==> config.mk <==
export PLATFORM = sky130hd
export DESIGN_NAME = alsu_result_packer_flat
export DESIGN_NICKNAME = d
export VERILOG_FILES = /design/src/rtl/alsu_pkg.sv /design/src/rtl/alsu_result_packer_if.sv /design/src/rtl/alsu_word_fifo.sv /design/src/rtl/alsu_result_packer.sv /design/src/flat_wrapper.sv
export SDC_FILE = /design/constraint.sdc
export NUM_CORES = 1
export LEC_CHECK = 0
export CAP_MARGIN = 20
export CORE_UTILIZATION = 51
export DETAILED_ROUTE_END_ITERATION = 16
export MAX_ROUTING_LAYER = met4
export PLACE_DENSITY = 0.82
export RECOVER_POWER = 100
export SYNTH_ARGS = -nofsm -noshare
export SYNTH_HDL_FRONTEND = slang
export SYNTH_HIERARCHICAL = 1
export SYNTH_SLANG_ARGS = --single-unit
==> constraint.sdc <==
create_clock -name clk -period 5.15 [get_ports clk]
set_input_delay 0.515 -clock clk [delete_from_list [all_inputs] [get_ports clk]]
set_output_delay 0.515 -clock clk [all_outputs]
set_load 0.01 [all_outputs]
==> src/rtl/alsu_pkg.sv <==
// Shared ALSU result-packer types: result/LED widths, packed-word width helper
// and the per-word slot count type.
package alsu_pkg;
    localparam int ALSU_OUT_W = 6;
    localparam int ALSU_LED_W = 16;
    localparam int WORD_CNT_W = 4;

    typedef logic [WORD_CNT_W-1:0] word_cnt_t;

    function automatic int pack_w(input int pack_n);
        return pack_n * ALSU_OUT_W;
    endfunction
endpackage

==> src/rtl/alsu_result_packer_if.sv <==
// Result-in / packed-word-out bus of the ALSU result packer.
// word_par exists only when ALSU_PACK_PARITY_EN is defined.
interface alsu_result_packer_if
    import alsu_pkg::*;
#(
    parameter int PACK_N = 4
);
    logic                    res_valid;
    logic [ALSU_OUT_W-1:0]   res_out;
    logic [ALSU_LED_W-1:0]   res_leds;
    logic                    res_ready;
    logic                    flush;
    logic [pack_w(PACK_N)-1:0] word_data;
    word_cnt_t               word_cnt;
    logic                    word_valid;
    logic                    word_ready;
`ifdef ALSU_PACK_PARITY_EN
    logic                    word_par;
`endif

    modport slave (
        input  res_valid, res_out, res_leds, flush, word_ready,
        output res_ready, word_data, word_cnt, word_valid
`ifdef ALSU_PACK_PARITY_EN
        , output word_par
`endif
    );

    modport master (
        output res_valid, res_out, res_leds, flush, word_ready,
        input  res_ready, word_data, word_cnt, word_valid
`ifdef ALSU_PACK_PARITY_EN
        , input word_par
`endif
    );
endinterface

==> src/rtl/alsu_word_fifo.sv <==
// Generic synchronous FIFO; push is honoured when full if a pop happens the
// same cycle. Pointers carry an extra wrap bit for full/empty.
module alsu_word_fifo #(
    parameter int DEPTH = 4,
    parameter int W     = 8
) (
    input  logic         clk_i,
    input  logic         rst_i,
    input  logic         push_i,
    input  logic [W-1:0] din_i,
    input  logic         pop_i,
    output logic [W-1:0] dout_o,
    output logic         full_o,
    output logic         empty_o
);
    localparam int AW = $clog2(DEPTH);

    logic [AW:0]  wr_q, wr_d, rd_q, rd_d;
    logic [W-1:0] mem_q [DEPTH];
    logic         do_push, do_pop;

    assign empty_o = (wr_q == rd_q);
    assign full_o  = (wr_q[AW] != rd_q[AW]) && (wr_q[AW-1:0] == rd_q[AW-1:0]);
    assign do_pop  = pop_i && !empty_o;
    assign do_push = push_i && (!full_o || do_pop);

    assign wr_d = wr_q + {{AW{1'b0}}, do_push};
    assign rd_d = rd_q + {{AW{1'b0}}, do_pop};

    always_ff @(posedge clk_i) begin
        if (rst_i) begin
            wr_q <= '0;
            rd_q <= '0;
        end else begin
            wr_q <= wr_d;
            rd_q <= rd_d;
        end
    end

    always_ff @(posedge clk_i) begin
        if (do_push) mem_q[wr_q[AW-1:0]] <= din_i;
    end

    assign dout_o = mem_q[rd_q[AW-1:0]];
endmodule

==> src/rtl/alsu_result_packer.sv <==
// Packs valid ALSU results into PACK_N-slot words, queues them in a FIFO and
// counts invalid results. Optional word_par output under ALSU_PACK_PARITY_EN.
module alsu_result_packer
    import alsu_pkg::*;
#(
    parameter int PACK_N     = 4,
    parameter int FIFO_DEPTH = 4,
    parameter int ERR_W      = 8
) (
    input  logic                 clk,
    input  logic                 rst,
    alsu_result_packer_if.slave  bus,
    output logic [ERR_W-1:0]     err_cnt,
    output logic                 drop_flag
);
    localparam int PW = pack_w(PACK_N);

    typedef struct packed {
        word_cnt_t       cnt;
        logic [PW-1:0]   data;
`ifdef ALSU_PACK_PARITY_EN
        logic            par;
`endif
    } rec_t;

    logic [PACK_N-1:0][ALSU_OUT_W-1:0] slot_q, slot_d, wslots;
    word_cnt_t        cnt_q, cnt_d, cnt_after;
    logic [ERR_W-1:0] err_q, err_d;
    logic             drop_q, drop_d;
    logic             full, empty, pop, push, space, res_rdy;
    logic             acc, acc_valid, acc_inv, complete;
    rec_t             push_rec, head_rec;

    assign pop     = !empty && bus.word_ready;
    assign space   = !full || pop;
    // Hold off the result that would complete a word with nowhere to put it.
    assign res_rdy = !((full && cnt_q == word_cnt_t'(PACK_N-1) && !pop) ||
                       (full && bus.flush && cnt_q != '0));

    assign acc       = bus.res_valid && res_rdy;
    assign acc_valid = acc && (bus.res_leds == '0);
    assign acc_inv   = acc && (bus.res_leds != '0);
    assign cnt_after = cnt_q + word_cnt_t'(acc_valid);
    assign complete  = (cnt_after == word_cnt_t'(PACK_N));
    assign push      = complete || (bus.flush && cnt_after != '0 && space);

    always_comb begin
        wslots = slot_q;
        for (int i = 0; i < PACK_N; i++) begin
            if (acc_valid && cnt_q == word_cnt_t'(i)) wslots[i] = bus.res_out;
        end
        push_rec      = '0;
        push_rec.cnt  = cnt_after;
        push_rec.data = wslots;
`ifdef ALSU_PACK_PARITY_EN
        push_rec.par  = ^{cnt_after, wslots};
`endif
        // Slots are cleared on every push so unused upper slots read as zero.
        if (push) begin
            slot_d = '0;
            cnt_d  = '0;
        end else begin
            slot_d = wslots;
            cnt_d  = cnt_after;
        end
        err_d = err_q;
        if (acc_inv && !(&err_q)) err_d = err_q + ERR_W'(1);
        drop_d = drop_q || (bus.res_valid && !res_rdy);
    end

    always_ff @(posedge clk) begin
        if (rst) begin
            slot_q <= '0;
            cnt_q  <= '0;
            err_q  <= '0;
            drop_q <= 1'b0;
        end else begin
            slot_q <= slot_d;
            cnt_q  <= cnt_d;
            err_q  <= err_d;
            drop_q <= drop_d;
        end
    end

    alsu_word_fifo #(
        .DEPTH (FIFO_DEPTH),
        .W     ($bits(rec_t))
    ) u_fifo (
        .clk_i   (clk),
        .rst_i   (rst),
        .push_i  (push),
        .din_i   (push_rec),
        .pop_i   (pop),
        .dout_o  (head_rec),
        .full_o  (full),
        .empty_o (empty)
    );

    assign bus.res_ready  = res_rdy;
    assign bus.word_valid = !empty;
    assign bus.word_data  = empty ? '0 : head_rec.data;
    assign bus.word_cnt   = empty ? '0 : head_rec.cnt;
`ifdef ALSU_PACK_PARITY_EN
    assign bus.word_par   = empty ? 1'b0 : head_rec.par;
`endif
    assign err_cnt        = err_q;
    assign drop_flag      = drop_q;
endmodule

==> src/flat_wrapper.sv <==
// flat-port wrapper written by rule: the top's interface ports become plain ports
module alsu_result_packer_flat import alsu_pkg::*;
#(
    parameter int PACK_N     = 4,
    parameter int FIFO_DEPTH = 4,
    parameter int ERR_W      = 8
)
  (clk, rst, err_cnt, drop_flag, bus_res_valid, bus_res_out, bus_res_leds, bus_flush, bus_word_ready, bus_res_ready, bus_word_data, bus_word_cnt, bus_word_valid);
  alsu_result_packer_if #(.PACK_N(PACK_N)) bus_i ();
  input  logic clk;
  input  logic rst;
  output logic [ERR_W-1:0] err_cnt;
  output logic drop_flag;
  input wire logic [$bits(bus_i.res_valid)-1:0] bus_res_valid;
  input wire logic [$bits(bus_i.res_out)-1:0] bus_res_out;
  input wire logic [$bits(bus_i.res_leds)-1:0] bus_res_leds;
  input wire logic [$bits(bus_i.flush)-1:0] bus_flush;
  input wire logic [$bits(bus_i.word_ready)-1:0] bus_word_ready;
  output wire logic [$bits(bus_i.res_ready)-1:0] bus_res_ready;
  output wire logic [$bits(bus_i.word_data)-1:0] bus_word_data;
  output wire logic [$bits(bus_i.word_cnt)-1:0] bus_word_cnt;
  output wire logic [$bits(bus_i.word_valid)-1:0] bus_word_valid;
  assign bus_i.res_valid = bus_res_valid;
  assign bus_i.res_out = bus_res_out;
  assign bus_i.res_leds = bus_res_leds;
  assign bus_i.flush = bus_flush;
  assign bus_i.word_ready = bus_word_ready;
  assign bus_res_ready = bus_i.res_ready;
  assign bus_word_data = bus_i.word_data;
  assign bus_word_cnt = bus_i.word_cnt;
  assign bus_word_valid = bus_i.word_valid;
  alsu_result_packer #(.PACK_N(PACK_N), .FIFO_DEPTH(FIFO_DEPTH), .ERR_W(ERR_W)) u_core (.clk(clk), .rst(rst), .bus(bus_i), .err_cnt(err_cnt), .drop_flag(drop_flag));
endmodule
==> run metrics <==
async set-reset flop share out of synthesis 0%; number of H-tree levels 4; FF/Latch Area 0.00423 sq mm; final wirelength 12400 microns; first-pass GRT wire length 19800 microns; # setup viols final 0; Critical Path Sink Type flip-flop; Via density 5.53; I/O Buffers 65; total nets after synthesis 416; GRT Util Overall 21.5%; 1st-iter DRT viols 196; post-CTS setup buffers 0; Hold Buf Count CTS 0; most common cell in the netlist edfxtp_1; Synth top cells by count edfxtp_1 (112), nor2b_1 (61), dfxtp_1 (43), mux2_2 (27), mux4_2 (20); number of synthesized flops with an enable pin 112; clk_lat worst skew 0.41 ns; mapped cell area 0.00639 sq mm; top cells by area, synth edfxtp_1 (53%), dfxtp_1 (13%), mux4_2 (7.0%), nor2b_1 (6.0%), mux2_2 (4.8%); startpoint type of the worst setup path flip-flop; Initial Util 52.8%; # fillers 864; average size of a mapped cell 16.7 sq um; final hold violations 0; Final Max Tran Viols 0; Final Critical Period 4.49 ns; post-CTS sizing 0; total core area 0.0121 sq mm; DP Wirelength 7760 microns; Worst Path Required 5.27 ns; Peak VDD IR 0.000188 V; DP Area 0.00728 sq mm; max cap viols 1; fraction of layout cells with a size suffix above 1 13.7%; outcome complete, but fails checks; crit path DAT 4.61 ns; area of the multi-input gates 0.00203 sq mm; worst min path class flip-flop to flip-flop; fin nets 496; clk sinks 155; row count 40; relative slew slack 0.687%; power per cell area 338 mW/mm^2; Antenna Cells 0; largest net degree at the start of global routing 31; total number of vias 3544; CTS Buf Count 17; Final GP Congestion 0.867; First-pass DRT Iterations 5; maximum clock frequency 223 MHz; Hold Crit Start u_core/err_cnt[6]$_SDFFE_PP0P_; library cells used by synthesis 50; Die X 114 microns; top_reg_cell synth edfxtp_1; Yosys top cell by area edfxtp_1; R2R cell count 15; Root Buffer clkbuf_16; routed length per instance 19.3 microns; post-route cell area 0.00781 sq mm; Crit Path Class flip-flop to flip-flop; Die Area 0.0130 sq mm; Clk pin slew, worst setup/hold paths 0.05 ns; reg-to-reg slack, setup 0.66 ns; Worst Skew 0.00553 ns; vias in the first global route 3851; Pwr Total 2.64 mW; hold endpoint u_core/err_cnt[6]$_SDFFE_PP0P_; sequential element share of the synthesized area 66.1%; die height 114 microns; FF+latch count, synth 155; area grow syn2layout 22.2%; CTS max path bufs 2; worst reg2reg path startpoint u_core/u_fifo/wr_q[1]$_SDFF_PP0_; I/O pin count 66; failing checks max-capacitance violations; Antenna Violating Nets Remaining 0; Synth Instances 382; Remaining DRCs 0; leakage 2.67 nW; Worst R2R End u_core/u_fifo/mem_q[0][24]$_DFFE_PP_; RSZ-0062 raised after global routing no; hold depth 1; setup TNS 0 ns; Syn. warnings 6; CP max FO 19; worst hold margin 0.498 ns; initial antenna violation count 0; actual slew at the worst max-slew pin 1.49 ns; period utilization 87.2%; top-area cell type share of the netlist area 52.6%; grt ovf 0; CTS tree built
[cells in the final DEF (no fill, tap or decap), types with 2 or more instances in the layout]
| cell | netlist | layout |
|---|---|---|
| a21oi_1 | 3 | 3 |
| inv_1 | 8 | 8 |
| xor2_1 | 2 | 3 |
| nand4_1 | 2 | 2 |
| clkinv_2 | 0 | 2 |
| nor4_1 | 6 | 6 |
| and4_1 | 2 | 2 |
| mux4_2 | 20 | 20 |
| clkinvlp_4 | 0 | 2 |
| nand2b_1 | 3 | 3 |
| clkbuf_1 | 6 | 6 |
| edfxtp_1 | 112 | 112 |
| nor3_1 | 4 | 3 |
| mux2_2 | 27 | 3 |
| clkbuf_2 | 0 | 3 |
| nor2b_1 | 61 | 61 |
| bufinv_16 | 0 | 4 |
| nor3b_4 | 0 | 2 |
| nand3_1 | 3 | 3 |
| and3_1 | 2 | 2 |
| clkdlybuf4s50_1 | 0 | 25 |
| clkbuf_16 | 0 | 17 |
| mux2_1 | 0 | 24 |
| clkbuf_8 | 0 | 2 |
| a211oi_1 | 3 | 3 |
| xnor2_1 | 4 | 4 |
| dlygate4sd3_1 | 0 | 40 |
| ha_1 | 7 | 7 |
| o21ai_0 | 1 | 2 |
| mux4_1 | 8 | 8 |
| nand2_1 | 6 | 6 |
| buf_4 | 1 | 2 |
| and4b_1 | 2 | 2 |
| a31oi_1 | 3 | 3 |
| dfxtp_1 | 43 | 42 |
| o2111ai_1 | 0 | 2 |
| nor2_1 | 13 | 12 |
[flip-flops by register name, summed over array words and instances, names as in the netlist]
name and flops:
u_core/err_cnt 8, u_core/u_fifo/wr_q 3, u_core/u_fifo/rd_q 3, u_core/drop_flag 1, u_core/slot_q 24, u_core/u_fifo/mem_q 112, u_core/cnt_q 4
[worst max path at each step]
stage,slack (ns),endpoint,cells after the start,start
2_1_floorplan,0.61,u_core/u_fifo/mem_q[3][0]$_DFFE_PP_,13,u_core/u_fifo/rd_q[2]$_SDFF_PP0_
3_3_place_gp,0.98,u_core/u_fifo/mem_q[0][23]$_DFFE_PP_,11,bus_res_leds[2]
4_1_cts,0.83,u_core/u_fifo/mem_q[0][24]$_DFFE_PP_,15,u_core/u_fifo/wr_q[0]$_SDFF_PP0_
5_1_grt,0.28,u_core/u_fifo/mem_q[0][24]$_DFFE_PP_,15,u_core/u_fifo/wr_q[1]$_SDFF_PP0_
3_5_place_dp,0.76,u_core/u_fifo/mem_q[0][22]$_DFFE_PP_,12,bus_res_leds[2]
6_report,0.66,u_core/u_fifo/mem_q[0][24]$_DFFE_PP_,15,u_core/u_fifo/wr_q[1]$_SDFF_PP0_
[layer usage]
layer	up-vias	share of wire, %	GRT usage (%)
met4	0	1.5	9.18
li1	1645	-	-
met3	17	6.5	5.47
met5	-	0	-
met2	139	52	34.9
met1	1743	40	25.7
[per-stage QoR]
stage          utilization (%)  setup WS, ns  instances
5_1_grt                   64.5         0.277        641
3_5_place_dp              60.1         0.757        611
3_3_place_gp              60.1         0.983        611
4_1_cts                   65.1         0.831        641
6_report                  64.5         0.657        641
2_1_floorplan                -         0.607        382
[cells by family (layout without fill, tap and decap cells)]
logic type	count (synthesis)	after routing	share of synthesized area (%)
AOI/OAI and AO/OA	24	24	3.84
adders and majority gates	7	7	1.37
buffers and inverters	21	112	1.98
and+or+nand+nor	112	112	10.4
muxes	56	56	15.2
DFF	155	155	66.1
xor gates and xnor gates	7	7	1.08
[where the power goes]
part           total, mW  internal (mW)  switching (mW)
sequential          1.32           1.32         0.00181
combinational     0.0426         0.0234          0.0192
clock               1.27          0.829           0.443
[critical path, cell delays in order, from the launching register on]
cell and delay, ns:
dfxtp_1 0.50, xor2_1 0.36, nor3b_1 0.12, nand2b_1 0.23
a41oi_4 0.31, nor2_1 0.09, inv_1 0.08, and3_1 0.16
ha_1 0.19, nand3_1 0.12, xnor2_1 0.42, o311a_1 0.25
a31o_2 0.13, o41ai_2 0.16, nor3_2 0.79, buf_12 0.26
[layout make-up]
class	instances	share of cell area [%]
tap	168	2.69
sequential	155	54.1
clock buffer	22	5.94
inverter	8	0.384
multi-input combinational	206	25.9
timing repair buffer	74	9.11
clock inverter	8	1.86
Note: power is estimated with default switching activity, not from simulation.
